**src/rtl/tail_lamp_monitor.sv**
```systemverilog
// rtl/tail_lamp_monitor.sv - passive rear-lamp bus checker: sweep/brake decode, sweep counters, sticky fault
module tail_lamp_monitor #(
    parameter int DWELL_MAX    = 4,
    parameter int CLEAR_CYCLES = 2,
    parameter int CNT_W        = 8
) (
    input  logic             clka,
    input  logic             RESTART,
    input  logic [2:0]       L,
    input  logic [2:0]       R,
    output logic             BRAKE_ON,
    output logic             TURN_LEFT,
    output logic             TURN_RIGHT,
    output logic             FAULT,
    output logic [CNT_W-1:0] LEFT_CNT,
    output logic [CNT_W-1:0] RIGHT_CNT,
    output logic [CNT_W-1:0] FAULT_CNT
);

    typedef enum logic [2:0] {
        IDLE = 3'd0,
        LS1  = 3'd1,
        LS2  = 3'd2,
        RS1  = 3'd3,
        RS2  = 3'd4,
        FLT  = 3'd5
    } state_t;

    // dwell counts repeats of the current sweep pattern, so the last allowed repeat is DWELL_MAX-1
    localparam logic [3:0] DWELL_LAST = 4'(DWELL_MAX - 1);
    localparam logic [3:0] CLEAR_LAST = 4'(CLEAR_CYCLES - 1);

    state_t     state;
    logic [3:0] dwell;
    logic [3:0] clr;
    logic       go_flt;

    logic       l_steady;
    logic       r_steady;
    logic       in_right;
    logic [2:0] mine;
    logic [2:0] other;
    logic       other_steady;
    logic [2:0] first_pat;
    logic [2:0] second_pat;
    logic       dwell_full;
    logic [CNT_W-1:0] fault_cnt_next;

    assign l_steady     = (L == 3'b000) || (L == 3'b111);
    assign r_steady     = (R == 3'b000) || (R == 3'b111);
    assign in_right     = (state == RS1) || (state == RS2);
    assign mine         = in_right ? R : L;
    assign other        = in_right ? L : R;
    assign other_steady = in_right ? l_steady : r_steady;
    assign first_pat    = in_right ? 3'b100 : 3'b001;
    assign second_pat   = in_right ? 3'b110 : 3'b011;
    assign dwell_full   = (dwell == DWELL_LAST);
    assign fault_cnt_next = (FAULT_CNT == {CNT_W{1'b1}}) ? FAULT_CNT : FAULT_CNT + 1'b1;

    // decide whether the current sample is a sequence the controller must never produce
    always_comb begin
        go_flt = 1'b0;
        case (state)
            IDLE:     go_flt = !(l_steady && r_steady) &&
                               !((L == 3'b001) && r_steady) &&
                               !((R == 3'b100) && l_steady);
            LS1, RS1: go_flt = !other_steady ||
                               !(((mine == first_pat) && !dwell_full) || (mine == second_pat));
            LS2, RS2: go_flt = !other_steady ||
                               !(((mine == second_pat) && !dwell_full) || (mine == 3'b111));
            default:  go_flt = 1'b0;
        endcase
    end

    // sweep/fault state machine with registered decode outputs and counters
    always_ff @(posedge clka or posedge RESTART) begin
        if (RESTART) begin
            state      <= IDLE;
            dwell      <= 4'd0;
            clr        <= 4'd0;
            BRAKE_ON   <= 1'b0;
            TURN_LEFT  <= 1'b0;
            TURN_RIGHT <= 1'b0;
            FAULT      <= 1'b0;
            LEFT_CNT   <= '0;
            RIGHT_CNT  <= '0;
            FAULT_CNT  <= '0;
        end else begin
            TURN_LEFT  <= 1'b0;
            TURN_RIGHT <= 1'b0;
            if (go_flt) begin
                state     <= FLT;
                FAULT     <= 1'b1;
                BRAKE_ON  <= 1'b0;
                dwell     <= 4'd0;
                clr       <= 4'd0;
                FAULT_CNT <= fault_cnt_next;
            end else begin
                case (state)
                    IDLE: begin
                        if (l_steady && r_steady) begin
                            // mixed 111/000 keeps the previous brake level
                            if ((L == 3'b111) && (R == 3'b111)) begin
                                BRAKE_ON <= 1'b1;
                            end else if ((L == 3'b000) && (R == 3'b000)) begin
                                BRAKE_ON <= 1'b0;
                            end
                        end else if (L == 3'b001) begin
                            state    <= LS1;
                            dwell    <= 4'd0;
                            BRAKE_ON <= (R == 3'b111);
                        end else begin
                            state    <= RS1;
                            dwell    <= 4'd0;
                            BRAKE_ON <= (L == 3'b111);
                        end
                    end
                    LS1, RS1: begin
                        BRAKE_ON <= (other == 3'b111);
                        if (mine == first_pat) begin
                            dwell <= dwell + 4'd1;
                        end else begin
                            state <= in_right ? RS2 : LS2;
                            dwell <= 4'd0;
                        end
                    end
                    LS2, RS2: begin
                        BRAKE_ON <= (other == 3'b111);
                        if (mine == second_pat) begin
                            dwell <= dwell + 4'd1;
                        end else begin
                            state <= IDLE;
                            dwell <= 4'd0;
                            if (in_right) begin
                                TURN_RIGHT <= 1'b1;
                                RIGHT_CNT  <= RIGHT_CNT + 1'b1;
                            end else begin
                                TURN_LEFT <= 1'b1;
                                LEFT_CNT  <= LEFT_CNT + 1'b1;
                            end
                        end
                    end
                    FLT: begin
                        BRAKE_ON <= 1'b0;
                        if ((L == 3'b000) && (R == 3'b000)) begin
                            if (clr == CLEAR_LAST) begin
                                state <= IDLE;
                                FAULT <= 1'b0;
                                clr   <= 4'd0;
                            end else begin
                                clr <= clr + 4'd1;
                            end
                        end else begin
                            clr <= 4'd0;
                        end
                    end
                    default: begin
                        state <= IDLE;
                    end
                endcase
            end
        end
    end

endmodule

```
**config.mk**
```make
export PLATFORM = sky130hd
export DESIGN_NAME = tail_lamp_monitor
export DESIGN_NICKNAME = d
export VERILOG_FILES = /design/src/rtl/tail_lamp_monitor.sv
export SDC_FILE = /design/constraint.sdc
export NUM_CORES = 1
export LEC_CHECK = 0
export CORE_ASPECT_RATIO = 1.1
export CORE_MARGIN = 3
export CORE_UTILIZATION = 60
export DETAILED_ROUTE_END_ITERATION = 12
export GPL_ROUTABILITY_DRIVEN = 0
export HOLD_SLACK_MARGIN = 0.15
export PLACE_DENSITY = 0.84
export SLEW_MARGIN = 10
export SYNTH_ARGS = -nofsm -noshare
export SYNTH_HDL_FRONTEND = slang
export SYNTH_SLANG_ARGS = --single-unit
```
**constraint.sdc**
```tcl
create_clock -name clka -period 4.09 [get_ports clka]
set_input_delay 0.818 -clock clka [delete_from_list [all_inputs] [get_ports clka]]
set_output_delay 0.818 -clock clka [all_outputs]
set_load 0.02 [all_outputs]
```
After elaboration in Yosys (flattened, before gate mapping)
Index checks and enable logic that the tools add are counted.
{"block": "totals", "romBits": 0, "memories": 0, "inputBits": 8, "ram_bits": 0, "reg_bits": 39, "wordCells": 124, "latch_bits": 0}
{"block": "classes", "shifts": 0, "magnitude_cmp": 0, "eq_ne": 22, "n_bitwise": 4, "n_addsub": 5, "n_reduce_logical": 41, "mux": 42, "multipliers": 0, "n_div": 0}
{"cell": "3-bit 2-to-1 mux", "count": 11}
{"cell": "4-bit 2-to-1 mux", "count": 8}
{"cell": "8-bit by 1-bit adder with 8-bit output (second input constant)", "count": 3}
{"cell": "3-bit == test (second input constant)", "count": 7}
{"cell": "1-bit 2-to-1 mux", "count": 18}
{"cell": "3-bit inequality test (second input constant)", "count": 5}
{"cell": "3-bit case mux with 4 select lines", "count": 1}
{"cell": "4-bit case mux with 3 select lines", "count": 1}
{"cell": "1-bit logical AND", "count": 9}
{"cell": "3-bit zero test", "count": 3}
{"cell": "4-bit by 1-bit adder with 4-bit output (second input constant)", "count": 2}
{"cell": "8-bit == test (second input constant)", "count": 1}
{"cell": "4-bit AND reduction", "count": 2}
{"cell": "4-bit nonzero test", "count": 2}
{"cell": "1-bit zero test", "count": 7}
{"cell": "1-bit logical OR", "count": 7}
{"cell": "3-bit by 1-bit == test with 1-bit output (second input constant)", "count": 2}
{"cell": "3-bit by 2-bit == test with 1-bit output (second input constant)", "count": 2}
{"cell": "3-bit == test", "count": 2}
{"cell": "1-bit case mux with 3 select lines", "count": 2}
{"cell": "2-bit AND reduction", "count": 3}
{"cell": "2-bit nonzero test", "count": 3}
{"cell": "5-bit inequality test (second input constant)", "count": 1}
{"cell": "5-bit AND reduction", "count": 1}
{"cell": "7 further kinds", "count": 11}

Longest topological paths before layout
Gate-level depths: netlist of run 1.
{"block": "depth", "word_depth": 11, "depth_mapped": 9, "depth_no_buf": 7}

Worst setup path before layout of run 1
No wires, ideal clock.
{"block": "synth_timing", "path_type": "input to register", "startpoint": "in R[0]", "endpoint": "reg FAULT_CNT[7]", "slack_ns": 1.551, "required_ns": 3.962, "cell_stages": 9, "setup_ns": 0.128, "arrival_ns": 2.411, "cell_sequence": "buf_2 > and3_1 > buf_4 > o21ai_1 > a2bb2oi_4 > and2_1 > buf_2 > a211oi_2 > mux2_1"}
{"block": "synth_between", "elab_chain_cells": 8}
{"item": "from (decl)", "line": "10", "rtl": "input logic [2:0] R,"}
{"item": "3-bit 2-to-1 mux, or another cell as far along", "line": "52", "rtl": "assign mine = in_right ? R : L;"}
{"item": "3-bit == test, or another cell as far along", "line": "68, 70"}
{"item": "1-bit logical AND (on tied branches)"}
{"item": "1-bit logical OR, or another cell as far along", "line": "70", "rtl": "!(((mine == second_pat) && !dwell_full) || (mine == 3'b111));"}
{"item": "1-bit zero test, or another cell as far along", "line": "70"}
{"item": "1-bit logical OR, or another cell as far along", "line": "69", "rtl": "LS2, RS2: go_flt = !other_steady ||"}
{"item": "1-bit case mux with 3 select lines *", "line": "63", "rtl": "case (state)"}
{"item": "2-bit AND reduction (no source line) *"}
{"item": "to (signal assigned)", "line": "97", "rtl": "FAULT_CNT <= fault_cnt_next;"}
{"item": "to (decl)", "line": "17", "rtl": "output logic [CNT_W-1:0] FAULT_CNT"}
Every way passes the cells marked *; elsewhere a longest branch is shown, timed or not.
A chain may end at the register's enable or synchronous reset.

Final worst setup path of run 1
{"block": "layout_timing", "startpoint": "in R[1]", "endpoint": "reg LEFT_CNT[1]"}
{"block": "layout_between", "elab_chain_cells": 9}
{"item": "3-bit 2-to-1 mux, or another cell as far along", "line": "52"}
{"item": "3-bit == test, or another cell as far along", "line": "68, 70, 129"}
{"item": "1-bit logical AND (on tied branches)"}
{"item": "1-bit logical OR, or another cell as far along", "line": "70"}
{"item": "1-bit zero test, or another cell as far along", "line": "70"}
{"item": "1-bit logical OR, or another cell as far along", "line": "69"}
{"item": "1-bit case mux with 3 select lines", "line": "63"}
{"item": "1-bit NOT (no source line)"}
{"item": "4-bit AND reduction (no source line) *"}
{"item": "to (signal assigned)", "line": "139", "rtl": "LEFT_CNT <= LEFT_CNT + 1'b1;"}
{"item": "to (decl)", "line": "15", "rtl": "output logic [CNT_W-1:0] LEFT_CNT,"}
Marked as above.

==> results of run 1 <==
==> per-stage QoR <==
stage	util (%)	hold WS, ps	area [um^2]	total power, mW
after CTS	73.8	471	3040	1.76
after global placement	71.3	456	2930	1.44
after floorplan	-	473	2670	1.28
after global routing	73.8	497	3040	1.89
final	73.8	466	3040	1.76
after detailed placement	71.3	458	2930	1.45
==> worst paths after layout <==
| path | start | to | slack (ps) | depth (start not counted) |
|---|---|---|---|---|
| setup / recovery | R[1] | LEFT_CNT[1] | 940 | 7 |
| hold / removal | RIGHT_CNT[7] | RIGHT_CNT[7] | 470 | 1 |
| setup reg to reg | state[2] | LEFT_CNT[1] | 1210 | 6 |
| hold reg to reg | RIGHT_CNT[7] | RIGHT_CNT[7] | 470 | 1 |
| max in group asynchronous | RESTART | TURN_RIGHT | 2820 | 3 |
| min in group asynchronous | RESTART | clr[1] | 930 | 3 |
==> worst max-delay path: cells and delay by family <==
kind	cells	cell delay [ps]
buf+inv	1	700
compound gates	2	370
mux	1	380
simple gates	3	1070
==> synth_stat cells (3+ instances only) <==
| cell type | instances |
|---|---|
| buf_2 | 7 |
| mux2i_1 | 3 |
| ha_1 | 4 |
| mux2_2 | 6 |
| nand3_1 | 18 |
| nor2b_1 | 7 |
| nand4_1 | 5 |
| nand2b_1 | 4 |
| a22o_1 | 4 |
| dfrtp_1 | 39 |
| a211oi_1 | 3 |
| a21oi_1 | 13 |
| o31ai_1 | 3 |
| o21ai_1 | 3 |
| buf_6 | 8 |
| nor3_1 | 11 |
| nor2_1 | 18 |
| a31oi_1 | 4 |
| buf_4 | 4 |
| inv_1 | 13 |
| nor4_2 | 4 |
| and3_1 | 8 |
| nand2_1 | 18 |
| o21ai_0 | 13 |
| xor2_1 | 16 |
==> registers in the layout, indices dropped and copies added (netlist names) <==
signal / flops
TURN_RIGHT: 1
dwell: 4
FAULT: 1
BRAKE_ON: 1
RIGHT_CNT: 8
state: 3
LEFT_CNT: 8
clr: 4
TURN_LEFT: 1
FAULT_CNT: 8
==> cell type report <==
type,instances,area (um^2)
multi-input combinational,215,1490
fill,300,1080
sequential,39,976
timing repair buffer,36,358
clock buffer,7,96.3
tap,52,65.1
inverter,13,48.8
clock inverter,1,7.51
==> routing by layer <==
metal	wire length [um]	part of all wire, %
met4	101	1.6
met5	0	0
met2	2990	49
met1	2710	44
met3	332	5.4
==> report_power, final <==
part / total [mW] / switching (mW) / internal (mW)
clock network: 0.291 / 0.138 / 0.153
registers: 0.618 / 0.158 / 0.461
logic: 0.849 / 0.485 / 0.363
==> kinds of logic (layout without fill, tap and decap cells) <==
logic type               count (synthesis)  count (layout)
buffers and inverters                   33              57
multiplexers                            10              10
adder cells (fa/ha/maj)                  4               4
AO/OA/AOI/OAI                           72              72
AND/OR/NAND/NOR                        111             111
flip-flops                              39              39
XOR/XNOR                                18              18
==> flow_summary.toml, run 1 <==
[logic_synthesis]
syn_nets = 299
ys_top_cells_by_area = "dfrtp_1 (37%), xor2_1 (5.3%), nand3_1 (3.4%)"
synth-edff-count = 0
synth_area_per_cell_um2 = 9.30
synth.top_cell.area_share_pct = 36.6
synthArstFlopShare_pct = 100
synth_fa_ha_area_share_pct = 1.88
synth_top_family_by_area = "simple AND/OR/NAND/NOR gates"
synth_xor_area_share_pct = 5.91
ys.flop_type = "dfrtp_1"
ys_ff_latch = 39
synthCells = 287
synthDistinctLibCells = 65
syn-cell-area_mm2 = 0.00267
synth_compound_area_share_pct = 19.9
synth_mux_area_share_pct = 4.08
yosysWarningCount = 0
synth_top_area_cell = "dfrtp_1"
seq_area_frac_synth_pct = 36.6
yosys.area_share.simple_pct = 23.9

[routing]
antenna_left = 0
drt_iter0_drc = 278
via_per_inst = 6.26
routed_wl_um = 6130
wl_per_cell_um = 16.9
first_pass_iters = 5
drc = 0
route.vias.total = 2271

[clocking]
cts_resized = 0
h-tree-depth = 2
post_cts_buffers = 0
cts_buffers = 5
hold_buffers = 0
cts_tree = "done"
clock_latency_ps = 300
clk_root_buffer_cell = "clkbuf_8"
max-clock-path-buffers = 2
path_clk_slew_ps = 70
cts.sinks = 39

[timing]
finClkSkew_ps = 8.94
setup_viol = 0
postLayoutSetupSlackWorst_ps = 937
worst_pin_slew_ps = 870
slew_headroom_pct = 42.0
fmax_mhz = 317
finalCritPeriodShare_pct = 77.1
drv_slew = 0
rsz0062_at_grt = "false"
min_period_ps = 3150
hold_viol = 0
tns_ps = 0

[worst_setup_path]
worstPathArrival_ps = 3340
crit_slowest_cell = "clkdlybuf4s50_1"
cp.required_ps = 4270
cp-end-kind = "flop"
slowest_delay_ps = 700
cp_max_fo = 12
worst-setup-path-type = "in -> reg"
start_kind = "input pin"
path_cells = "clkdlybuf4s50_1, and3_1, o21ai_1, o211ai_2, nand4_2, nor2_1, mux2_2"

[final_layout]
nets = 322
layout_commonest_cell = "dfrtp_1"
area.growth.synth_to_final_pct = 13.8
n_antenna_cell = 0
fin_cells = 363
layout_common_cells = "dfrtp_1 (39), clkdlybuf4s50_1 (35), nor2_1 (18), nand3_1 (18), nand2_1 (18)"
drive_gt1_share_pct = 11.6

[place]
dp_hpwl_um = 4210
io_buffers = 35
dpl.cell_count = 355
dp_slack_ps = 672

[global_route]
grt-ovfl-total = 0
grt.busiest_layer = "met2"
grt_max_degree = 40
grtUsageMet2_pct = 38.1
grt_usage_pct = 24.5
grt_pass1_vias = 2127
antenna_found_initial = 0
met1_usage_pct = 33.6
grtUsageMet3_pct = 6.61
grt_pass1_wl_um = 10500

[flow_run]
cap_violations = 0

[power]
peakVddDrop_mv = 0.468
p_leak_nw = 1.30
powerDensity_mw_per_mm2 = 579

[floorplan]
die-width_um = 69.6
core_mm2 = 0.00411
die_h_um = 76.0
die_area_mm2 = 0.00529
pin_count = 36
row_count = 24
initial_core_util_pct = 64.9

[hold_path]
hp-class = "reg -> reg"

[outcome]
status = "completed"
No activity file was read; power rests on OpenSTA's default activity.
==> run 2, diff against run 1 <==
- CORE_UTILIZATION: 60 -> 55
- PLACE_DENSITY: 0.84 -> 0.78
- clock period: 4.09 -> 3 ns (I/O delays scaled with it)
==> run 2 against run 1 <==
  * Core utilization shrank 3.3 points
  * Final cell count grew 4.4%
  * Largest power group unchanged
  * Sequential power grew 28%
  * Critical path type unchanged
  * Critical path depth is the same
  * Register-to-register slack lost 790 ps
==> flow_summary.toml, run 2 (synthesized netlist as in run 1, its figures left out) <==
[final_layout]
fin_cells = 379
layout_commonest_cell = "dfrtp_1"
n_antenna_cell = 0
area.growth.synth_to_final_pct = 18.1
layout_common_cells = "dfrtp_1 (39), clkdlybuf4s50_1 (35), nor2_1 (18), nand3_1 (18), nand2_1 (18)"
nets = 336
fill_cells = 351
regArea_um2 = 976
multi_input_area_mm2 = 0.00149
drive_gt1_share_pct = 15.4
reg_top3 = "FAULT_CNT: 8 flops, LEFT_CNT: 8 flops, RIGHT_CNT: 8 flops"

[clocking]
cts_tree = "done"
clock_latency_ps = 290
path_clk_slew_ps = 80
hold_buffers = 0
cts.sinks = 39
cts_buffers = 5
h-tree-depth = 2
post_cts_buffers = 0
max-clock-path-buffers = 2
clk_root_buffer_cell = "clkbuf_8"
cts_resized = 0

[timing]
rsz0062_at_grt = "false"
hold_viol = 0
min_period_ps = 2690
finalCritPeriodShare_pct = 89.6
finClkSkew_ps = 6.11
fmax_mhz = 372
worst_pin_slew_ps = 593
tns_ps = 0
setup_viol = 0
drv_slew = 0
slew_headroom_pct = 60.4

[floorplan]
die_h_um = 79.1
die_area_mm2 = 0.00573
core_mm2 = 0.00447
pin_count = 36
row_count = 25
initial_core_util_pct = 59.7
die-width_um = 72.4

[worst_setup_path]
r2r-start = "state[1]"
crit_path_start = "L[2]"
slowest_delay_ps = 590
worstPathArrival_ps = 2870
worst-setup-path-type = "in -> reg"
cp-end-kind = "flop"
cp_max_fo = 10
crit_slowest_cell = "clkdlybuf4s50_1"
start_kind = "input pin"
path_cells = "clkdlybuf4s50_1, nor3_2, a31oi_1, and4_1, nand2b_1, o21ai_1, mux2_2"
ff2ff_setup_slack_ps = 420
cp.required_ps = 3180

[place]
io_buffers = 35
dpl.cell_count = 371
dp_hpwl_um = 4370

[global_route]
grt_max_degree = 40
grt-ovfl-total = 0
grt_pass1_wl_um = 10300
grt_pass1_vias = 2213
antenna_found_initial = 0
grt_usage_pct = 22.2

[routing]
routed_wl_um = 6020
drt_iter0_drc = 166
first_pass_iters = 4
via_per_inst = 6.09
wl_per_cell_um = 15.9
drc = 0
antenna_left = 0
route.vias.total = 2310

[power]
seqPwrFrac_pct = 31.9
p_leak_nw = 1.37
switching_share_pct = 42.9
p_comb_share_pct = 50.5
p_sw_mw = 1.07
clkPwrFrac_pct = 17.6
peakVddDrop_mv = 0.625
power.internal_mw = 1.42
powerDensity_mw_per_mm2 = 789

[flow_run]
cap_violations = 0

[outcome]
status = "completed"

[hold_path]
worstHoldStart = "RIGHT_CNT[7]"
hp-class = "reg -> reg"
[run 2: cell types whose count changed in the layout (fill, tap and decap cells not counted)]
cell and delta:
clkbuf_8 -2, buf_4 +14, clkinvlp_4 -1, bufinv_16 +1
clkinv_2 +1, clkinv_4 +1
[run 2: through the flow]
step           worst slack, ps  util, %  cell area, um^2  hold WS (ps)  total power [mW]
5_1_grt                    107     70.5             3150           482              2.65
3_3_place_gp              98.6     68.0             3040           456              2.02
4_1_cts                    326     70.5             3150           471              2.50
2_1_floorplan              679        -             2670           473              1.75
3_5_place_dp              33.8     68.0             3040           459              2.05
6_report                   313     70.5             3150           466              2.49
[run 2: layer usage]
layer  global-route usage, %  wire, um
met5                       0         0
met1                    30.5      2690
met3                    4.05       370
met2                    36.2      2920
met4                    5.17        47
[run 2: cell type report]
| class | instances | share of cell area (%) |
|---|---|---|
| Sequential cell | 39 | 31.0 |
| Timing Repair Buffer | 50 | 14.7 |
| Multi-Input combinational cell | 215 | 47.1 |
| Tap cell | 54 | 2.14 |
| Clock buffer | 5 | 2.18 |
| Inverter | 13 | 1.55 |
| Clock inverter | 3 | 1.39 |
[run 2: worst paths after layout]
kind | end | depth (start not counted)
max | FAULT_CNT[4] | 7
min | RIGHT_CNT[7] | 1
max reg2reg | dwell[0] | 6
min reg2reg | RIGHT_CNT[7] | 1
max in group asynchronous | LEFT_CNT[3] | 3
min in group asynchronous | clr[0] | 3
[run 2: critical path, delay by kind of cell]
family                 cells  cell delay, ps
AOI/OAI and AO/OA          2             380
buffers and inverters      1             590
muxes                      1             340
and+or+nand+nor            3             950
[run 2: power groups by stage]
stage	Sequential [mW]	Combinational, mW	Clock, mW
final	0.793	1.26	0.438
after floorplan	0.824	0.923	0
after global routing	0.813	1.38	0.466
after CTS	0.790	1.26	0.445
after detailed placement	0.799	1.25	0
after global placement	0.795	1.22	0
==> run 3, diff against run 2 <==
- CTS_CLUSTER_DIAMETER: not set -> 30
==> results of run 3 <==
Final layout, timing and power as in run 2 (identical DEF).
